## config.mk

```make
export PLATFORM = sky130hd
export DESIGN_NAME = irq_ctrl
export DESIGN_NICKNAME = d
export VERILOG_FILES = /design/src/rtl/irq_ctrl.sv
export SDC_FILE = /design/constraint.sdc
export NUM_CORES = 1
export LEC_CHECK = 0
export ABC_CLOCK_PERIOD_IN_PS = 3700
export CELL_PAD_IN_SITES_DETAIL_PLACEMENT = 1
export CELL_PAD_IN_SITES_GLOBAL_PLACEMENT = 2
export CORE_MARGIN = 2
export CORE_UTILIZATION = 24
export DETAILED_ROUTE_END_ITERATION = 10
export GPL_TIMING_DRIVEN = 0
export PLACE_DENSITY_LB_ADDON = 0.2
export REMOVE_ABC_BUFFERS = 1
export SLEW_MARGIN = 20
export SYNTH_ARGS = -nofsm -noshare
export SYNTH_HDL_FRONTEND = slang
export SYNTH_SLANG_ARGS = --single-unit
```

## constraint.sdc

```tcl
create_clock -name CLK_I -period 3.7 [get_ports CLK_I]
set_input_delay 0.37 -clock CLK_I [delete_from_list [all_inputs] [get_ports CLK_I]]
set_output_delay 0.37 -clock CLK_I [all_outputs]
set_load 0.02 [all_outputs]
```

## src/rtl/irq_ctrl.sv

```systemverilog
// Interrupt controller: synchronises IRQ lines, latches pending requests (edge/level),
// masks, fixed-priority arbitrates and runs the ACK/EOI handshake with the CPU.
module irq_ctrl #(
  parameter int NSRC = 6,
  parameter int IDW  = 3
) (
  input  logic            CLK_I,
  input  logic            RST_I,
  input  logic [4:2]      ADD_I,
  input  logic            WE_I,
  input  logic [31:0]     DAT_I,
  output logic [31:0]     DAT_O,
  input  logic [NSRC-1:0] IRQ_I,
  input  logic            ACK_I,
  output logic            INT_O,
  output logic [IDW-1:0]  IRQ_ID_O
);

  localparam logic [IDW:0] NONE = (IDW+1)'(NSRC);

  // Index of the lowest set bit, NONE when the vector is empty.
  function automatic logic [IDW:0] lowest_set(input logic [NSRC-1:0] v);
    logic [IDW:0] r;
    r = NONE;
    for (int i = NSRC - 1; i >= 0; i--) begin
      if (v[i]) begin
        r = (IDW+1)'(i);
      end
    end
    return r;
  endfunction

  function automatic logic [NSRC-1:0] onehot(input logic [IDW:0] idx);
    logic [NSRC-1:0] r;
    r = {NSRC{1'b0}};
    for (int i = 0; i < NSRC; i++) begin
      if (idx == (IDW+1)'(i)) begin
        r[i] = 1'b1;
      end
    end
    return r;
  endfunction

  logic [NSRC-1:0] s1_r, s2_r, mask_r, mode_r, pend_r, isr_r;
  logic            int_r;
  logic [IDW-1:0]  id_r;

  logic [NSRC-1:0] cand_s, set_s, clr_s, pend_nx_s, isr_nx_s, wdat_s;
  logic [IDW:0]    win_s, top_s;
  logic [IDW-1:0]  vec_id_s;
  logic            cand_any_s, valid_s, take_s;
  logic            wr_mask_s, wr_mode_s, wr_pend_s, wr_isr_s, wr_force_s;
  logic            unused_s;

  assign wdat_s     = DAT_I[NSRC-1:0];
  assign unused_s   = ^DAT_I[31:NSRC];
  assign cand_s     = pend_r & mask_r;
  assign cand_any_s = |cand_s;
  assign win_s      = lowest_set(cand_s);
  assign top_s      = lowest_set(isr_r);
  assign valid_s    = cand_any_s && (win_s < top_s);
  // An ACK only counts against a registered request; guard against an empty candidate set.
  assign take_s     = ACK_I & int_r & cand_any_s;
  assign vec_id_s   = cand_any_s ? win_s[IDW-1:0] : {IDW{1'b0}};

  assign wr_mask_s  = WE_I && (ADD_I == 3'd0);
  assign wr_mode_s  = WE_I && (ADD_I == 3'd1);
  assign wr_pend_s  = WE_I && (ADD_I == 3'd2);
  assign wr_isr_s   = WE_I && (ADD_I == 3'd3);
  assign wr_force_s = WE_I && (ADD_I == 3'd5);

  // Next pending/in-service state; set beats clear, EOI uses the pre-edge ISR.
  always_comb begin
    set_s = (s1_r & ~s2_r) | (wr_force_s ? wdat_s : {NSRC{1'b0}});
    clr_s = (wr_pend_s ? wdat_s : {NSRC{1'b0}}) |
            (take_s ? onehot(win_s) : {NSRC{1'b0}});
    pend_nx_s = (mode_r & ((pend_r & ~clr_s) | set_s)) | (~mode_r & s1_r);
    isr_nx_s = isr_r;
    if (wr_isr_s) begin
      isr_nx_s = isr_r & ~onehot(top_s);
    end else begin
      isr_nx_s = isr_r;
    end
    if (take_s) begin
      isr_nx_s = isr_nx_s | onehot(win_s);
    end else begin
      isr_nx_s = isr_nx_s;
    end
  end

  // Register file read mux.
  always_comb begin
    DAT_O = 32'd0;
    case (ADD_I)
      3'd0:    DAT_O = {{(32-NSRC){1'b0}}, mask_r};
      3'd1:    DAT_O = {{(32-NSRC){1'b0}}, mode_r};
      3'd2:    DAT_O = {{(32-NSRC){1'b0}}, pend_r};
      3'd3:    DAT_O = {{(32-NSRC){1'b0}}, isr_r};
      3'd4:    DAT_O = {valid_s, {(31-IDW){1'b0}}, vec_id_s};
      default: DAT_O = 32'd0;
    endcase
  end

  // State registers; reset wins over any concurrent ACK.
  always_ff @(posedge CLK_I) begin
    if (RST_I) begin
      s1_r   <= {NSRC{1'b0}};
      s2_r   <= {NSRC{1'b0}};
      mask_r <= {NSRC{1'b0}};
      mode_r <= {NSRC{1'b0}};
      pend_r <= {NSRC{1'b0}};
      isr_r  <= {NSRC{1'b0}};
      int_r  <= 1'b0;
      id_r   <= {IDW{1'b0}};
    end else begin
      s1_r   <= IRQ_I;
      s2_r   <= s1_r;
      mask_r <= wr_mask_s ? wdat_s : mask_r;
      mode_r <= wr_mode_s ? wdat_s : mode_r;
      pend_r <= pend_nx_s;
      isr_r  <= isr_nx_s;
      int_r  <= valid_s;
      id_r   <= take_s ? win_s[IDW-1:0] : id_r;
    end
  end

  assign INT_O    = int_r;
  assign IRQ_ID_O = id_r;

endmodule
```

==> results of run 1 <==
==> power by group <==
| part | internal (uW) | switching, uW | leakage, uW |
|---|---|---|---|
| Clock | 338 | 164 | 0.0000784 |
| Sequential | 442 | 10.9 | 0.000326 |
| Combinational | 41.0 | 63.2 | 0.000533 |
| Total | 821 | 238 | 0.000938 |
==> stage by stage <==
stage               power, uW  instances
finish                   1060        386
global route             1110        386
CTS                      1080        386
detailed placement        568        378
global placement          567        377
floorplan                 515        237
==> how the worst max path moves through the flow <==
stage / to / cells after the start
floorplan: DAT_O[31] / 5
global placement: DAT_O[0] / 6
detailed placement: DAT_O[0] / 6
CTS: DAT_O[0] / 6
global route: DAT_O[0] / 6
finish: DAT_O[0] / 6
==> routing by layer <==
| layer | vias up | GRT usage, % | wire length, um |
|---|---|---|---|
| li1 | 887 | - | - |
| met2 | 40 | 20.8 | 2920 |
| met5 | - | 0 | 0 |
| met3 | 4 | 2.09 | 205 |
| met1 | 896 | 16.9 | 2800 |
| met4 | 0 | 3.48 | 58 |
==> Yosys cell counts (2+ instances only) <==
master    instances  area, um2
a32oi_1           3       26.3
nand2_1          19       71.3
nor4_1            3       18.8
buf_4            26        195
a22o_1            2       17.5
o21ai_0          10       50.1
clkbuf_1          5       18.8
mux4_2            5        113
nand3_1           4       20.0
nand2b_1          2       12.5
ha_1              2       25.0
o221ai_1          3       26.3
nor3_1            2       10.0
buf_2             3       15.0
o32ai_1           2       17.5
a221oi_1          2       17.5
a21oi_1          13       65.1
nand4b_1          3       26.3
a22o_2            2       20.0
mux2i_1          12        120
nand4_1           2       12.5
nor2_1           29        109
nor2b_1          11       68.8
inv_1            13       48.8
a22oi_1           2       15.0
dfxtp_1          40        801
a211oi_1          4       30.0
==> final cells by class <==
cell class              count  area (um2)  share of cell area, %
multi-input cells         184        1230                   45.8
flip-flops and latches     40         801                   29.9
repair buffers             30         305                   11.4
well taps                 111         139                   5.18
clock inverters             3        90.1                   3.36
clock buffers               5        68.8                   2.57
inverters                  13        48.8                   1.82
==> logic make-up after synthesis <==
kind of cell | Yosys count | synth area share, %
flops | 40 | 36.1
fa+ha+maj | 2 | 1.13
buf+inv | 48 | 12.7
mux | 18 | 11.7
simple gates | 86 | 20.9
other cells | 1 | 0.169
compound gates | 53 | 17.3
==> critical path, cell delays in order <==
cell and delay (ps):
clkdlybuf4s50_1 830, nor2_1 240, nand2_1 90, or2_2 370, o32ai_1 380, clkdlybuf4s50_1 680
==> sequential cells by signal, summed over array words and instances, names as in the netlist <==
| register | cells |
|---|---|
| INT_O | 1 |
| IRQ_ID_O | 3 |
| isr_r | 6 |
| mask_r | 6 |
| mode_r | 6 |
| pend_r | 6 |
| s1_r | 6 |
| s2_r | 6 |
==> metrics.txt, run 1 <==
Layout fillers 1069; final worst slack ~370 ps; hold path start RST_I; R2R Path End INT_O$_SDFF_PP0_; Root Buffer clkbuf_8; outcome finished, final reports clean; Area growth syn-to-layout 20.7%; total number of clock tree sinks 40; cell area after layout 2680 um2; DRC Markers 0; RSZ-0062 raised after global routing false; RR Startpoint pend_r[3]$_SDFF_PP0_; H-tree depth 2; post-layout minimum cycle time 3330 ps; Yosys warning total 0; Iteration-0 DRC Markers 72; row cnt 35; Cells after Synth about 250; launch point of the worst path ADD_I[3]; share of cells above drive strength 1 between 10% and 20%; Pre-Repair DR Iteration Count 4; max-slew headroom at the worst pin 44.2%; VDD IR max 0.136 mV; CP Max Fanout 14; Post-CTS Resized 0; Core Area 9110 um2; endpoint class of the critical path output port; synthesis-stage register bit count 40; Reg clk slew, reported paths roughly 80 ps; largest net degree at the start of global routing 29; Setup TNS 0 ps; nets between 300 and 400; final wirelength roughly 6000 um; Hold Crit Depth 2; # diodes 0; reg2reg path depth 6; Starting Density 24.4%; Avg WL per Cell 15.5 um; sequential-to-total area share from yosys stat roughly 36%; die height 100 um; hold slack between 400 and 500 ps; Post-CTS Setup Inserts 0; Hold Path End IRQ_ID_O[1]$_SDFFE_PP0P_; startpoint types input pin; R2R Setup Slk ~1900 ps; fin crit share about 90%; Worst EP required roughly 3300 ps; Least-Margin Pin Slew 834 ps; clock buffer depth 2; hold_buf cts 0; synthesized area between 2000 and 2500 um2; dpl cell area 2520 um2; Avg Inst Size Synth a little under 9 um2; vias in the first global route roughly 1800; EDFF count, synth 0; most common library cell in the layout ignoring fill and taps dfxtp_1; Avg Vias per Cell ~4.7; Worst EP arrival 2960 ps; Final Hold Fails 0; GRT overflow 0; f_max 301 MHz; die area approximately 10000 um2; dpl hpwl roughly 4500 um; Layout Skew about 10 ps; Async S/R FF share, synth 0%; pre-CTS setup slack between 300 and 400 ps; post-route ant nets 0; Power Density 395 nW/um2; max-slew violations 0; PortBufs 29; # setup viols final 0; worst skew pair latency 290 ps; Layout Utilization ~30%; Die Width about 100 um; CTS buffer count 5; antenna violations before repair 0; CTS tree done; ys flop type dfxtp_1; Final Wtd Congestion ~0.73; total global-route track usage between 10% and 20%; via count 1827; post-synth cell types a little over 50; Hold Path Class input pin to flop; num ports just over 80; Leak Pwr around 0.00094 uW; most frequent cells in the layout dfxtp_1 (40), nor2_1 (29), clkdlybuf4s50_1 (28); first-pass GRT wire length 9780 um; Max-Cap Viols 0; Crit Path Category input pin to output port
(Power assumes the default switching activity.)
==> run 2: changes to the inputs <==
- CORE_MARGIN: 2 -> default
- GPL_TIMING_DRIVEN: 0 -> default
- PLACE_DENSITY_LB_ADDON: 0.2 -> 0.1
==> metrics.txt, run 2 (synthesis gave the netlist of run 1 again) <==
outcome finished, violations left (was finished, final reports clean); failing checks design-rule violations; f_max 333 MHz (was 301 MHz); row cnt 34 (was 35); # setup viols final 0 (unchanged); VDD IR max 0.126 mV (was 0.136 mV); die height 98.2 um (was 100 um); total global-route track usage 13.6% (was 12.6%); Avg Vias per Cell 4.75 (was 4.73); Hold Path Class flop to flop (was input pin to flop); most common library cell in the layout ignoring fill and taps dfxtp_1 (unchanged); nets 324 (was 321); die area 9640 um2 (was 10000 um2); Worst EP required 3330 ps (about the same); sequential cell area 801 um2 (unchanged); Root Buffer clkbuf_8 (unchanged); Least-Margin Pin Slew 667 ps (was 834 ps); share of cells above drive strength 1 10.8% (was 10.2%); Post-CTS Resized 0 (unchanged); Starting Density 25.1% (was 24.4%); slowest CP cell clkdlybuf4s50_1 (unchanged); first-pass GRT wire length 10100 um (was 9780 um); vias in the first global route 1816 (unchanged); post-route ant nets 0 (unchanged); CTS buffer count 5 (unchanged); # diodes 0 (unchanged); total number of clock tree sinks 40 (unchanged); via count 1833 (was 1827); Worst EP arrival 2630 ps (was 2960 ps); Setup TNS 0 ps (unchanged); Post-CTS Setup Inserts 0 (unchanged); fin crit share 81.2% (was 89.9%); GRT overflow 0 (unchanged); Crit Path Category flop to output port (was input pin to output port); final wirelength 6170 um (was 5990 um); Placed Cells 378 (unchanged); max-slew headroom at the worst pin 55.4% (was 44.2%); post-layout minimum cycle time 3000 ps (was 3330 ps); Area growth syn-to-layout 19.2% (was 20.7%); Pre-Repair DR Iteration Count 9 (was 4); PortBufs 29 (unchanged); startpoint types flop (was input pin); Power Density 355 nW/um2 (was 395 nW/um2); Final Hold Fails 0 (unchanged); Leak Pwr 0.000924 uW (was 0.000938 uW); Die Width 98.2 um (was 100 um); CTS tree done (unchanged); hold_buf cts 0 (unchanged); H-tree depth 2 (unchanged); Layout Skew 10.3 ps (was 10.5 ps); Reg clk slew, reported paths 90 ps (was 80 ps); dpl hpwl 4530 um (about the same); Max-Cap Viols 0 (unchanged); worst skew pair latency 310 ps (was 290 ps); num ports 81 (unchanged); crit-path cells a22oi_1 > nand2_1 > inv_1 > ha_1 > o21a_1 > a211oi_1 > clkdlybuf4s50_1 (was clkdlybuf4s50_1 > nor2_1 > nand2_1 > or2_2 > o32ai_1 > clkdlybuf4s50_1); Layout fillers 1052 (was 1069); most frequent cells in the layout dfxtp_1 (40), nor2_1 (29), clkdlybuf4s50_1 (29) (was dfxtp_1 (40), nor2_1 (29), clkdlybuf4s50_1 (28)); Core Area 8850 um2 (was 9110 um2); Final Wtd Congestion 0.735 (was 0.730); final std cells w/o fill 386 (unchanged); largest net degree at the start of global routing 41 (was 29); clock buffer depth 2 (unchanged); footprint of the multi-input gates 1230 um2 (unchanged); Worst path max stage delay 640 ps (was 830 ps); Avg WL per Cell 16.0 um (was 15.5 um); RSZ-0062 raised after global routing false (unchanged); antenna violations before repair 0 (unchanged); endpoint class of the critical path output port (unchanged); DRC Markers 6 (was 0); CP Max Fanout 7 (was 14); max-slew violations 0 (unchanged); Iteration-0 DRC Markers 76 (was 72)
## run 2: area by class of cell
class | count | area share, %
clock buffer | 5 | 2.60
sequential | 40 | 30.3
inverter | 13 | 1.84
tap | 108 | 5.11
clock inverter | 3 | 1.75
timing repair buffer | 33 | 12.1
multi-input combinational | 184 | 46.3
## run 2: worst max-delay path, delay by kind of cell (launching register included)
| kind | cells | cell delay, ps |
|---|---|---|
| AO/OA/AOI/OAI | 3 | 780 |
| buffers and inverters | 2 | 740 |
| flip-flops | 1 | 380 |
| adder cells (fa/ha/maj) | 1 | 220 |
| AND/OR/NAND/NOR | 1 | 200 |
## run 2: stage by stage
| step | util [%] | hold slack (ps) | cell area (um2) | setup WS (ps) | power [uW] |
|---|---|---|---|---|---|
| after global placement | 28.6 | 441 | 2530 | 911 | 570 |
| final | 29.9 | 459 | 2650 | 696 | 940 |
| after CTS | 29.9 | 462 | 2650 | 659 | 959 |
| after global routing | 29.9 | 488 | 2650 | 442 | 992 |
| after floorplan | - | 422 | 2080 | 1550 | 515 |
| after detailed placement | 28.6 | 446 | 2530 | 921 | 571 |
## run 2: final timing paths
| kind | startpoint | to | slack, ps | cells past startpoint |
|---|---|---|---|---|
| max reg2reg | mask_r[2]$_SDFFE_PP0P_ | INT_O$_SDFF_PP0_ | 1830 | 6 |
| min | s1_r[4]$_SDFF_PP0_ | s2_r[4]$_SDFF_PP0_ | 460 | 2 |
| max | mask_r[2]$_SDFFE_PP0P_ | DAT_O[31] | 700 | 7 |
| min reg2reg | s1_r[4]$_SDFF_PP0_ | s2_r[4]$_SDFF_PP0_ | 460 | 2 |
## run 2: where the power goes
part | leakage [uW] | total [uW] | switching [uW] | internal [uW]
logic | 0.000543 | 107 | 64.5 | 42.1
registers | 0.000326 | 453 | 11.0 | 442
clock network | 0.0000548 | 380 | 177 | 203
total | 0.000924 | 940 | 252 | 688
## run 2: layer usage
layer / GRT usage, % / routed length, um / vias to the layer above
met5: 0 / 0 / -
met4: 3.10 / 64 / 0
met3: 3.44 / 231 / 7
met2: 21.4 / 2740 / 46
met1: 18.8 / 3130 / 885
li1: - / - / 895
==> run 3: changes to the inputs <==
- ABC_CLOCK_PERIOD_IN_PS: 3700 -> 2700
- CORE_UTILIZATION: 24 -> 23
- clock period: 3.7 -> 2.7 ns (I/O delays scaled with it)
==> metrics.txt, run 3 (synthesis gave the netlist of run 1 again) <==
CTS tree done (unchanged); Root Buffer clkbuf_8 (unchanged); max-slew violations 0 (unchanged); post-layout minimum cycle time around 2600 ps; footprint of the multi-input gates 1230 um2 (about the same); clock buffer depth 2 (unchanged); sequential cell area 803 um2 (was 801 um2); DRC Markers 0 (was 6); cell area after layout 2800 um2 (was 2650 um2); CP Max Fanout 13 (was 7); share of cells above drive strength 1 16.7% (was 10.8%); Leak Pwr 0.00102 uW (was 0.000924 uW); Starting Density 23.9% (was 25.1%); Core Area 9280 um2 (was 8850 um2); Layout Skew 6.01 ps (was 10.3 ps); startpoint types input pin (was flop); final worst slack 146 ps (was 696 ps); most frequent cells in the layout dfxtp_1 (38), nor2_1 (29), clkdlybuf4s50_1 (27) (was dfxtp_1 (40), nor2_1 (29), clkdlybuf4s50_1 (29)); dpl cell area 2680 um2 (was 2530 um2); Hold Path Class flop to flop (unchanged); # setup viols final 0 (unchanged); Avg WL per Cell 15.6 um (was 16.0 um); RR Startpoint pend_r[1]$_SDFF_PP0_ (was mask_r[2]$_SDFFE_PP0P_); nets 340 (was 324); hold_buf cts 0 (unchanged); launch point of the worst path ADD_I[3] (was mask_r[2]$_SDFFE_PP0P_); Power Density 471 nW/um2 (was 355 nW/um2); dpl hpwl 4800 um (was 4530 um); H-tree depth 2 (unchanged); # diodes 0 (unchanged); Iteration-0 DRC Markers 43 (was 76); fin crit share roughly 95%; outcome finished, final reports clean (was finished, violations left); Die Width 100 um (was 98.2 um); die area 10000 um2 (was 9640 um2); Final Wtd Congestion 0.711 (was 0.735); first-pass GRT wire length 10300 um (was 10100 um); RSZ-0062 raised after global routing false (unchanged); Max-Cap Viols 0 (unchanged); Pre-Repair DR Iteration Count 4 (was 9); hold path start s1_r[2]$_SDFF_PP0_ (was s1_r[4]$_SDFF_PP0_); Avg Vias per Cell 4.51 (was 4.75); num ports 81 (unchanged); total global-route track usage 13.8% (was 13.6%); Crit Path Category input pin to output port (was flop to output port); antenna violations before repair 0 (unchanged); via count 1908 (was 1833); max-slew headroom at the worst pin 61.6% (was 55.4%); Layout fillers 1106 (was 1052); final wirelength 6610 um (was 6170 um); Worst EP required 2430 ps (was 3330 ps); most common library cell in the layout ignoring fill and taps dfxtp_1 (unchanged); Worst EP arrival 2280 ps (was 2630 ps); die height 100 um (was 98.2 um); PortBufs 29 (unchanged); total number of clock tree sinks 40 (unchanged); GRT overflow 0 (unchanged); Reg clk slew, reported paths 90 ps (about the same); largest net degree at the start of global routing 41 (unchanged); Final Hold Fails 0 (unchanged); Least-Margin Pin Slew 575 ps (was 667 ps); f_max just under 400 MHz; CTS buffer count 5 (unchanged); VDD IR max 0.190 mV (was 0.126 mV); post-route ant nets 0 (unchanged); vias in the first global route 1852 (was 1816); row cnt 35 (was 34); worst skew pair latency 300 ps (was 310 ps); Setup TNS 0 ps (unchanged); pre-CTS setup slack 118 ps (was 921 ps); endpoint class of the critical path output port (unchanged); Area growth syn-to-layout 26.3% (was 19.2%)
==> run 3: cell types whose count changed in the layout (fill, tap and decap cells not counted), moves of 2 or more <==
| cell | previous run | this run |
|---|---|---|
| clkdlybuf4s50_1 | 29 | 27 |
| buf_4 | 4 | 20 |
| dlygate4sd2_1 | 0 | 2 |
| dfxtp_1 | 40 | 38 |
| dfxtp_2 | 0 | 2 |
==> run 3: cell type report <==
type,instances,share of cell area [%]
Multi-Input combinational cell,184,43.9
Sequential cell,40,28.6
Timing Repair Buffer,49,15.6
Tap cell,129,5.76
Clock buffer,6,2.95
Inverter,13,1.74
Clock inverter,2,1.38
==> run 3: through the flow <==
step | hold slack, ps | instances | util, % | power [uW]
after floorplan | 337 | 237 | - | 706
after global placement | 441 | 415 | 28.8 | 791
after detailed placement | 442 | 415 | 28.8 | 791
after CTS | 455 | 423 | 30.2 | 1340
after global routing | 495 | 423 | 30.2 | 1380
final | 451 | 423 | 30.2 | 1320
==> run 3: layer usage <==
metal  global-route usage, %  vias to the layer above  wire (um)
met5                       0                        -          0
met4                    3.01                        0         36
met3                    2.58                        2        284
met2                    23.0                       54       3130
met1                    18.6                      924       3150
li1                        -                      928          -
==> run 3: where the power goes <==
| group | total, uW | internal (uW) | switching [uW] |
|---|---|---|---|
| Sequential | 616 | 606 | 10.7 |
| Combinational | 159 | 63.9 | 94.9 |
| Clock | 545 | 303 | 242 |
| Total | 1320 | 973 | 347 |
==> run 3: timing repair <==
item	4_1_cts	5_1_grt
setup endpoints to repair	2	1
cloned	0	0
gates resized for setup	4	1
setup buffers	0	0
==> run 3: critical path, stage by stage <==
cell and delay, ps:
clkdlybuf4s50_1 480, buf_4 260, mux4_1 570, inv_1 60
o32ai_1 70, clkdlybuf4s50_1 550
==> run 3: path summary, 6_finish.rpt <==
check,endpoint,slack [ps],depth (start not counted)
worst min-delay path,s2_r[2]$_SDFF_PP0_,450,2
worst max register to register,pend_r[3]$_SDFF_PP0_,1020,4
worst min register to register,s2_r[2]$_SDFF_PP0_,450,2
worst max-delay path,DAT_O[1],150,6
